## src/rtl/fetch_unit_pkg.sv

```systemverilog
// Shared CPU definitions: opcodes, instruction field positions, fetch state
// encoding and the queue entry layout.
package fetch_unit_pkg;

   localparam int OPC_MSB  = 31;
   localparam int OPC_LSB  = 26;
   localparam int JIMM_MSB = 25;

   localparam logic [5:0] OP_NOP  = 6'b000000;
   localparam logic [5:0] OP_ADD  = 6'b000001;
   localparam logic [5:0] OP_SUB  = 6'b000010;
   localparam logic [5:0] OP_AND  = 6'b000011;
   localparam logic [5:0] OP_OR   = 6'b000100;
   localparam logic [5:0] OP_XOR  = 6'b000101;
   localparam logic [5:0] OP_LDI  = 6'b001000;
   localparam logic [5:0] OP_LD   = 6'b010000;
   localparam logic [5:0] OP_ST   = 6'b010001;
   localparam logic [5:0] OP_BRA  = 6'b010100;
   localparam logic [5:0] OP_JUMP = 6'b010101;
   localparam logic [5:0] OP_HALT = 6'b111111;

   typedef enum logic [1:0] {
      ST_IDLE  = 2'd0,
      ST_FETCH = 2'd1,
      ST_HALT  = 2'd2
   } fetch_state_e;

   typedef struct packed {
      logic [31:0] pc;
      logic [31:0] instr;
   } fetch_entry_t;

   function automatic logic is_jump(input logic [31:0] instr);
      return instr[OPC_MSB:OPC_LSB] == OP_JUMP;
   endfunction

   function automatic logic [31:0] jump_target(input logic [31:0] instr);
      return {6'b0, instr[JIMM_MSB:0]};
   endfunction

endpackage

```

## src/rtl/fetch_unit_inst_queue2.sv

```systemverilog
// Two-entry FIFO of {pc, instr}; entry 0 is always the head. Flush wins over
// push and pop in the same cycle.
module inst_queue2
   import fetch_unit_pkg::*;
(
   input  logic         clock,
   input  logic         reset_n,
   input  logic         push,
   input  fetch_entry_t push_entry,
   input  logic         pop,
   input  logic         flush,
   output logic         head_valid,
   output fetch_entry_t head,
   output logic [1:0]   count
);

   fetch_entry_t ent_q [2];
   fetch_entry_t ent_d [2];
   logic [1:0]   count_q;
   logic [1:0]   count_d;
   logic [1:0]   fill;

   // Slot the new entry lands in once this cycle's pop has shifted the queue.
   assign fill = count_q - {1'b0, pop};

   always_comb begin
      ent_d[0] = ent_q[0];
      ent_d[1] = ent_q[1];
      count_d  = count_q;
      if (flush) begin
         count_d = 2'd0;
      end else begin
         if (pop) begin
            ent_d[0] = ent_q[1];
         end
         if (push) begin
            if (fill == 2'd0) begin
               ent_d[0] = push_entry;
            end else begin
               ent_d[1] = push_entry;
            end
         end
         count_d = count_q + {1'b0, push} - {1'b0, pop};
      end
   end

   for (genvar gi = 0; gi < 2; gi++) begin : g_ent
      always_ff @(posedge clock or negedge reset_n) begin
         if (!reset_n) begin
            ent_q[gi] <= '0;
         end else begin
            ent_q[gi] <= ent_d[gi];
         end
      end
   end

   always_ff @(posedge clock or negedge reset_n) begin
      if (!reset_n) begin
         count_q <= 2'd0;
      end else begin
         count_q <= count_d;
      end
   end

   assign head_valid = (count_q != 2'd0);
   assign head       = ent_q[0];
   assign count      = count_q;

endmodule

```

## src/rtl/fetch_unit.sv

```systemverilog
// Instruction fetch sequencer: PC register, IDLE/FETCH/HALT control, JUMP
// predecode and the 2-entry instruction queue feeding decode.
module fetch_unit
   import fetch_unit_pkg::*;
#(
   parameter logic [31:0] RESET_PC  = 32'd0,
   parameter int unsigned MEM_WORDS = 25
)
(
   input  logic        clock,
   input  logic        reset_n,
   input  logic        start,
   input  logic        halt_req,
   input  logic        redirect_valid,
   input  logic [31:0] redirect_pc,
   output logic [31:0] mem_addr,
   input  logic [31:0] mem_data,
   output logic        inst_valid,
   output logic [31:0] inst_data,
   output logic [31:0] inst_pc,
   input  logic        inst_ready,
   output logic        busy,
   output logic        halted,
   output logic        pc_fault
);

   localparam logic [31:0] MEM_LIMIT = 32'(MEM_WORDS);

   fetch_state_e state_q, state_d;
   logic [31:0]  pc_q, pc_d;
   logic         busy_q, busy_d;
   logic         halted_q, halted_d;
   logic         pc_fault_q, pc_fault_d;

   logic         pop;
   logic         pc_in_range;
   logic         space;
   logic         flush;
   logic         fetch;
   logic [1:0]   q_count;
   fetch_entry_t push_entry;
   fetch_entry_t head;

   assign pop         = inst_valid & inst_ready;
   assign pc_in_range = (pc_q < MEM_LIMIT);
   assign space       = (q_count != 2'd2) || pop;
   assign flush       = redirect_valid && (state_q != ST_IDLE);
   assign fetch       = (state_q == ST_FETCH) && pc_in_range && !redirect_valid && space;
   assign push_entry  = {pc_q, mem_data};

   always_comb begin
      state_d    = state_q;
      pc_d       = pc_q;
      pc_fault_d = pc_fault_q;
      case (state_q)
         ST_IDLE: begin
            if (start) begin
               state_d = ST_FETCH;
            end
         end
         ST_FETCH: begin
            if (redirect_valid) begin
               pc_d = redirect_pc;
               if (halt_req) begin
                  state_d = ST_HALT;
               end
            end else begin
               if (fetch) begin
                  pc_d = is_jump(mem_data) ? jump_target(mem_data) : pc_q + 32'd1;
               end
               if (!pc_in_range) begin
                  state_d    = ST_HALT;
                  pc_fault_d = 1'b1;
               end else if (halt_req) begin
                  state_d = ST_HALT;
               end
            end
         end
         ST_HALT: begin
            if (redirect_valid) begin
               state_d    = ST_FETCH;
               pc_d       = redirect_pc;
               pc_fault_d = 1'b0;
            end
         end
         default: state_d = ST_IDLE;
      endcase
      busy_d   = (state_d == ST_FETCH);
      halted_d = (state_d == ST_HALT);
   end

   always_ff @(posedge clock or negedge reset_n) begin
      if (!reset_n) begin
         state_q    <= ST_IDLE;
         pc_q       <= RESET_PC;
         busy_q     <= 1'b0;
         halted_q   <= 1'b0;
         pc_fault_q <= 1'b0;
      end else begin
         state_q    <= state_d;
         pc_q       <= pc_d;
         busy_q     <= busy_d;
         halted_q   <= halted_d;
         pc_fault_q <= pc_fault_d;
      end
   end

   inst_queue2 u_queue (
      .clock      (clock),
      .reset_n    (reset_n),
      .push       (fetch),
      .push_entry (push_entry),
      .pop        (pop),
      .flush      (flush),
      .head_valid (inst_valid),
      .head       (head),
      .count      (q_count)
   );

   assign mem_addr  = pc_q;
   assign inst_data = head.instr;
   assign inst_pc   = head.pc;
   assign busy      = busy_q;
   assign halted    = halted_q;
   assign pc_fault  = pc_fault_q;

endmodule

```

## config.mk

```make
export PLATFORM = sky130hd
export DESIGN_NAME = fetch_unit
export DESIGN_NICKNAME = d
export VERILOG_FILES = /design/src/rtl/fetch_unit_pkg.sv /design/src/rtl/fetch_unit_inst_queue2.sv /design/src/rtl/fetch_unit.sv
export SDC_FILE = /design/constraint.sdc
export NUM_CORES = 1
export LEC_CHECK = 0
export CORE_MARGIN = 1
export CORE_UTILIZATION = 64
export DETAILED_ROUTE_END_ITERATION = 10
export DONT_BUFFER_PORTS = 1
export GPL_ROUTABILITY_DRIVEN = 0
export PLACE_DENSITY = 0.78
export SETUP_SLACK_MARGIN = 0.4
export SYNTH_ARGS = -nofsm -noshare
export SYNTH_HDL_FRONTEND = slang
export SYNTH_SLANG_ARGS = --single-unit
```

## constraint.sdc

```tcl
create_clock -name clock -period 3.25 [get_ports clock]
set_input_delay 0.65 -clock clock [delete_from_list [all_inputs] [get_ports clock]]
set_output_delay 0.65 -clock clock [all_outputs]
set_load 0.05 [all_outputs]
```

Yosys cells after proc, flatten, opt, wreduce, memory -nomap -nowiden --
Index checks and enable logic that the tools add are counted. W data, S select, Z words.
Operators by class: $add $sub $neg 4, magnitude comparators 1, eq/ne operators 10, muxes and demuxes 20, bitwise logic cells 3, reductions and logical operators 14
Operators with widths (count):
- $mux W64 | 3
- $mux W128 | 1
- $mux W32 | 4
- $pmux W32 S2 | 1
- $add A32 B1 Y32 const B | 1
- $lt A32 B5 Y1 const B | 1
- $mux W2 | 6
- $ne A2 B2 Y1 const B | 4
- $eq A6 B5 Y1 const B | 1
- $pmux W2 S3 | 1
- $reduce_and A3 Y1 | 2
- $reduce_bool A2 Y1 | 3
- $eq A2 B1 Y1 const B | 2
- $eq A2 B2 Y1 const B | 2
- $logic_and A1 B1 Y1 | 4
- $logic_not A2 Y1 | 2
- $reduce_and A4 Y1 | 1
- $sub A2 B1 Y2 | 2
- $mux W1 | 3
- $ne A3 B2 Y1 const B | 1
- $add A2 B1 Y2 | 1
- $not A1 Y1 | 2
- $pmux W1 S2 | 1
- $and A1 B1 Y1 | 1
- 2 further kinds | 2
Storage, ports and cells: flip-flop bits (word level) 167, logic and storage cells 62

Longest topological paths before layout --
word-level depth 7, depth in mapped cells 10

Modules after synthesis --
A second synthesis with hierarchy kept.
Second synthesis, totals: cells, all modules 888, area total of the unflattened synthesis 8858.5 sq um
Modules (own cells, without submodules):
- inst_queue2 | times used 1, cells an instance 580, area each 6289.8 sq um, sequential area each 3253.1 sq um
- fetch_unit | times used 1, cells an instance 308, area each 2568.7 sq um, sequential area each 925.9 sq um

Worst setup path before layout --
No wires, ideal clock.
path type flip-flop to flip-flop, start reg pc_q[0], in the netlist mem_addr[0], end reg u_queue.ent_q[32] in the netlist's numbering, setup time 0.125 ns, data arrival time 2.503 ns, slack 0.622 ns, cell stages (with the launch flop) 9, path through dfrtp_1 -> inv_1 -> ha_1 -> nor2b_1 -> o2111ai_1 -> or2_1 -> nor3_4 -> buf_6 -> mux2_2
On the way: longest elaborated chain between the ends 5
RTL lines:
- start, declared | RTL line fetch_unit.sv:30 | logic [31:0] pc_q, pc_d;
- start signal, assigned | RTL line fetch_unit.sv:101 | pc_q <= pc_d;
- $lt A32 B5 Y1 | RTL line fetch_unit.sv:45 | assign pc_in_range = (pc_q < MEM_LIMIT);
- $logic_and A1 B1 Y1 (3 in a row) | RTL line fetch_unit.sv:48 | assign fetch = (state_q == ST_FETCH) && pc_in_range && !redirect_valid && space;
- $reduce_and A3 Y1 (no source line)
- end signal, assigned by index | RTL line fetch_unit_inst_queue2.sv:52 | ent_q[gi] <= ent_d[gi];
- end, declared | RTL line fetch_unit_inst_queue2.sv:17 | fetch_entry_t ent_q [2];
Several ways; a longest one is shown, not always the timed one. A chain may end at the register's enable or synchronous reset.

Worst setup path after layout --
start reg pc_q[27], in the netlist mem_addr[27], end reg pc_q[23], in the netlist mem_addr[23]
On the way: longest elaborated chain between the ends 6
RTL lines (RTL line):
- $lt A32 B5 Y1 | fetch_unit.sv:45
- $logic_and A1 B1 Y1 (3 in a row) | fetch_unit.sv:48
- $ne A3 B2 Y1 (no source line)
- $reduce_and A3 Y1 (no source line)
Every way passes these cells.

==> summary.txt <==
total chip power: 8.407 mW
post-synthesis simple-gate area fraction: 0.1531
routed wire length: 18330 µm
io pins: 170
Detail Placement HPWL: 12550 µm
Horiz. Die Dim: 114.3 µm
Die Span Y: 114.3 µm
hold slack: -0.07848 ns
EDFF count, synth: 0
top-count cell post-synth: dfrtp_1
largest family of logic cells by synthesized area: simple AND/OR/NAND/NOR gates
Root Driver: clkbuf_16
Combinational Power Share: 0.314
Clock Skew: 0.004341 ns
die area: 0.01307 mm²
compound-cell area share of the yosys netlist: 0.1218
Slew Viols, Final: 0
Top FF cell, synth: dfrtp_1
Num CTS Buffers: 17
CTS Buffer Depth: 2
Avg Vias per Cell: 6.138
distinct cell type count after synthesis: 55
synthesized area per cell: 10.22 µm²
Iter 0 DRT Violations: 415
Hold Crit Class: in -> async
max_cap viols: 0
final hold violations: 167
initial core utilization: 0.6638
Slew HR: 0.4018
fmax: 374.8 MHz
xor and xnor area share after synthesis: 0.01085
vias in the first global route: 5627
WL/cell: 19.71 µm
setup slack after layout: 0.5819 ns
DRC Markers: 0
Final TNS setup: 0 ns
# setup viols final: 0
CP Data Required Time: 3.56 ns
Layout Nets: 823
crit path DAT: 2.98 ns
CP max FO: 15
Finished Core Util: 0.7171
Final period util: 0.8210
ratio of cells with drive above 1 in the final layout: 0.1680
reg2reg start: mem_addr[27]
reg2reg setup slack: 0.58 ns
sw frac: 0.4315
internal power: 4.779 mW
top cell type's share of synthesized area: 0.5177
CP endpoint kind: register
Worst R2R Path Depth: 6
Reg power frac: 0.421
crit path launch type: register
Crit Path Category: reg -> reg
initial antenna violation count: 0
row cnt: 40
Syn Inst Count: 790
power per standard cell area: 964.0 mW/mm²
P_sw: 3.628 mW
Yosys Warn Count: 0
area leader, netlist: dfrtp_1
violated checks: negative hold slack
Synth Area in Adders: 0.006200
Worst Max-Slew Pin Slew: 0.8951 ns
Worst R2R End: mem_addr[23]
Synth Register Bits: 167
total grt overflow: 0
Area growth syn-to-layout: 8.028%
first-pass GRT wire length: 29290 µm
commonest cells in the netlist: dfrtp_1, nand2_1, buf_4, o21ai_0, a21oi_1
fill count: 879
Cells after DPL: 896
ys async rst share: 1.000
DR pass1 iterations: 4
mapped cell area: 0.008073 mm²
Vias: 5708
worst vdd ir: 646.3 µV
dpl ws: 0.5476 ns
Final Non-Filler Cells: 930
H-tree depth: 4
post-route ant nets: 0
CORE AREA: 0.01216 mm²
Antenna Cells: 0
syn_nets: 864
sequential-to-total area share from yosys stat: 0.5177
mux contribution to synthesized area: 0.1001
Clock Power Share: 0.265
Clock transition at path regs: 0.06 ns
Final min period: 2.668 ns
TritonCTS clock tree: yes
outcome: finished with violations
clk_lat worst skew: 0.42 ns
RSZ-0062 raised after global routing: no
IO buf count: 0
Overall Global Routing Usage: 0.2945
Clock Sink Count: 167
largest net degree at the start of global routing: 168
largest cells by area after synthesis: dfrtp_1, buf_4, nand2_1
Static Leak: 3.865 nW
## power by group through the flow
stage          combinational (mW)  sequential, mW  clock, mW
2_1_floorplan                2.12            3.57          0
3_3_place_gp                 2.54            3.55          0
3_5_place_dp                 2.61            3.57          0
4_1_cts                      2.62            3.54       2.25
5_1_grt                      2.83            3.58       2.36
6_report                     2.64            3.54       2.23
## repair_timing
item,in CTS,in global routing
endpoints found under the setup margin,0,30
buffers inserted,0,2
resized for setup,0,1
hold endpoints to repair,167,167
## cells in the final DEF, fill, tap and decap left out, types with 7 or more instances in the layout
cell	instances
nor4_1	8
a21oi_1	44
mux2_2	38
nor2b_1	31
buf_4	44
o21ai_0	54
nand2_1	125
a22o_1	10
a2bb2oi_1	7
inv_1	10
nand4_1	9
a31oi_1	9
nand3_1	16
clkbuf_16	17
dfrtp_1	167
mux2i_1	38
nor2_1	27
## logic make-up (layout without fill, tap and decap cells)
| logic type | after synthesis | in the layout |
|---|---|---|
| simple gates | 256 | 256 |
| xor+xnor | 10 | 10 |
| flops | 167 | 167 |
| fa+ha+maj | 4 | 4 |
| compound gates | 157 | 157 |
| mux | 76 | 76 |
| buf+inv | 120 | 92 |
## flip-flops by register name, indices dropped and copies added (netlist names)
name / cells
busy: 1
halted: 1
mem_addr: 32
pc_fault: 1
state_q: 2
u_queue.count: 2
u_queue.ent_q: 64
u_queue.head: 64
## worst max-delay path, stage by stage (launching register included)
cell and delay [ns]:
dfrtp_1 0.60, nor4_1 0.35, nand4_1 0.14, buf_4 0.20, o31a_1 0.48, or2_2 0.50
o221a_2 0.28
## worst max path at each step
| stage | from | to | slack, ns |
|---|---|---|---|
| after floorplan | mem_addr[0] | u_queue.ent_q[32] | 0.62 |
| after global placement | u_queue.count[1] | u_queue.ent_q[13] | 0.62 |
| after detailed placement | u_queue.count[1] | u_queue.ent_q[2] | 0.55 |
| after CTS | u_queue.count[1] | u_queue.ent_q[2] | 0.51 |
| after global routing | mem_addr[27] | mem_addr[12] | 0.40 |
| final | mem_addr[27] | mem_addr[23] | 0.58 |
## final cells by class
class / count / area, µm² / share of cell area
Sequential cell: 167 / 4179 / 0.4792
Tap cell: 168 / 210.2 / 0.02410
Multi-Input combinational cell: 503 / 3194 / 0.3663
Inverter: 11 / 41.29 / 0.004735
Clock inverter: 11 / 195.2 / 0.02238
Clock buffer: 21 / 470.5 / 0.05395
Timing Repair Buffer: 49 / 430.4 / 0.04935
## metal layers
layer | GRT usage | share of wire | wire length (µm) | vias up
met5 | 0 | 0 | 0 | -
met4 | 0.1117 | 0.022 | 407 | 0
met1 | 0.3691 | 0.40 | 7338 | 2844
met3 | 0.09211 | 0.080 | 1461 | 35
met2 | 0.4804 | 0.50 | 9120 | 221
li1 | - | - | - | 2608
## through the flow
| step | hold WS (ns) | instance area [µm²] |
|---|---|---|
| after floorplan | 0.3544 | 8073 |
| after global placement | 0.3580 | 8006 |
| after detailed placement | 0.3576 | 8006 |
| after CTS | -0.09057 | 8672 |
| after global routing | -0.1044 | 8721 |
| final | -0.07848 | 8721 |
Note: power is estimated with default switching activity, not from simulation.
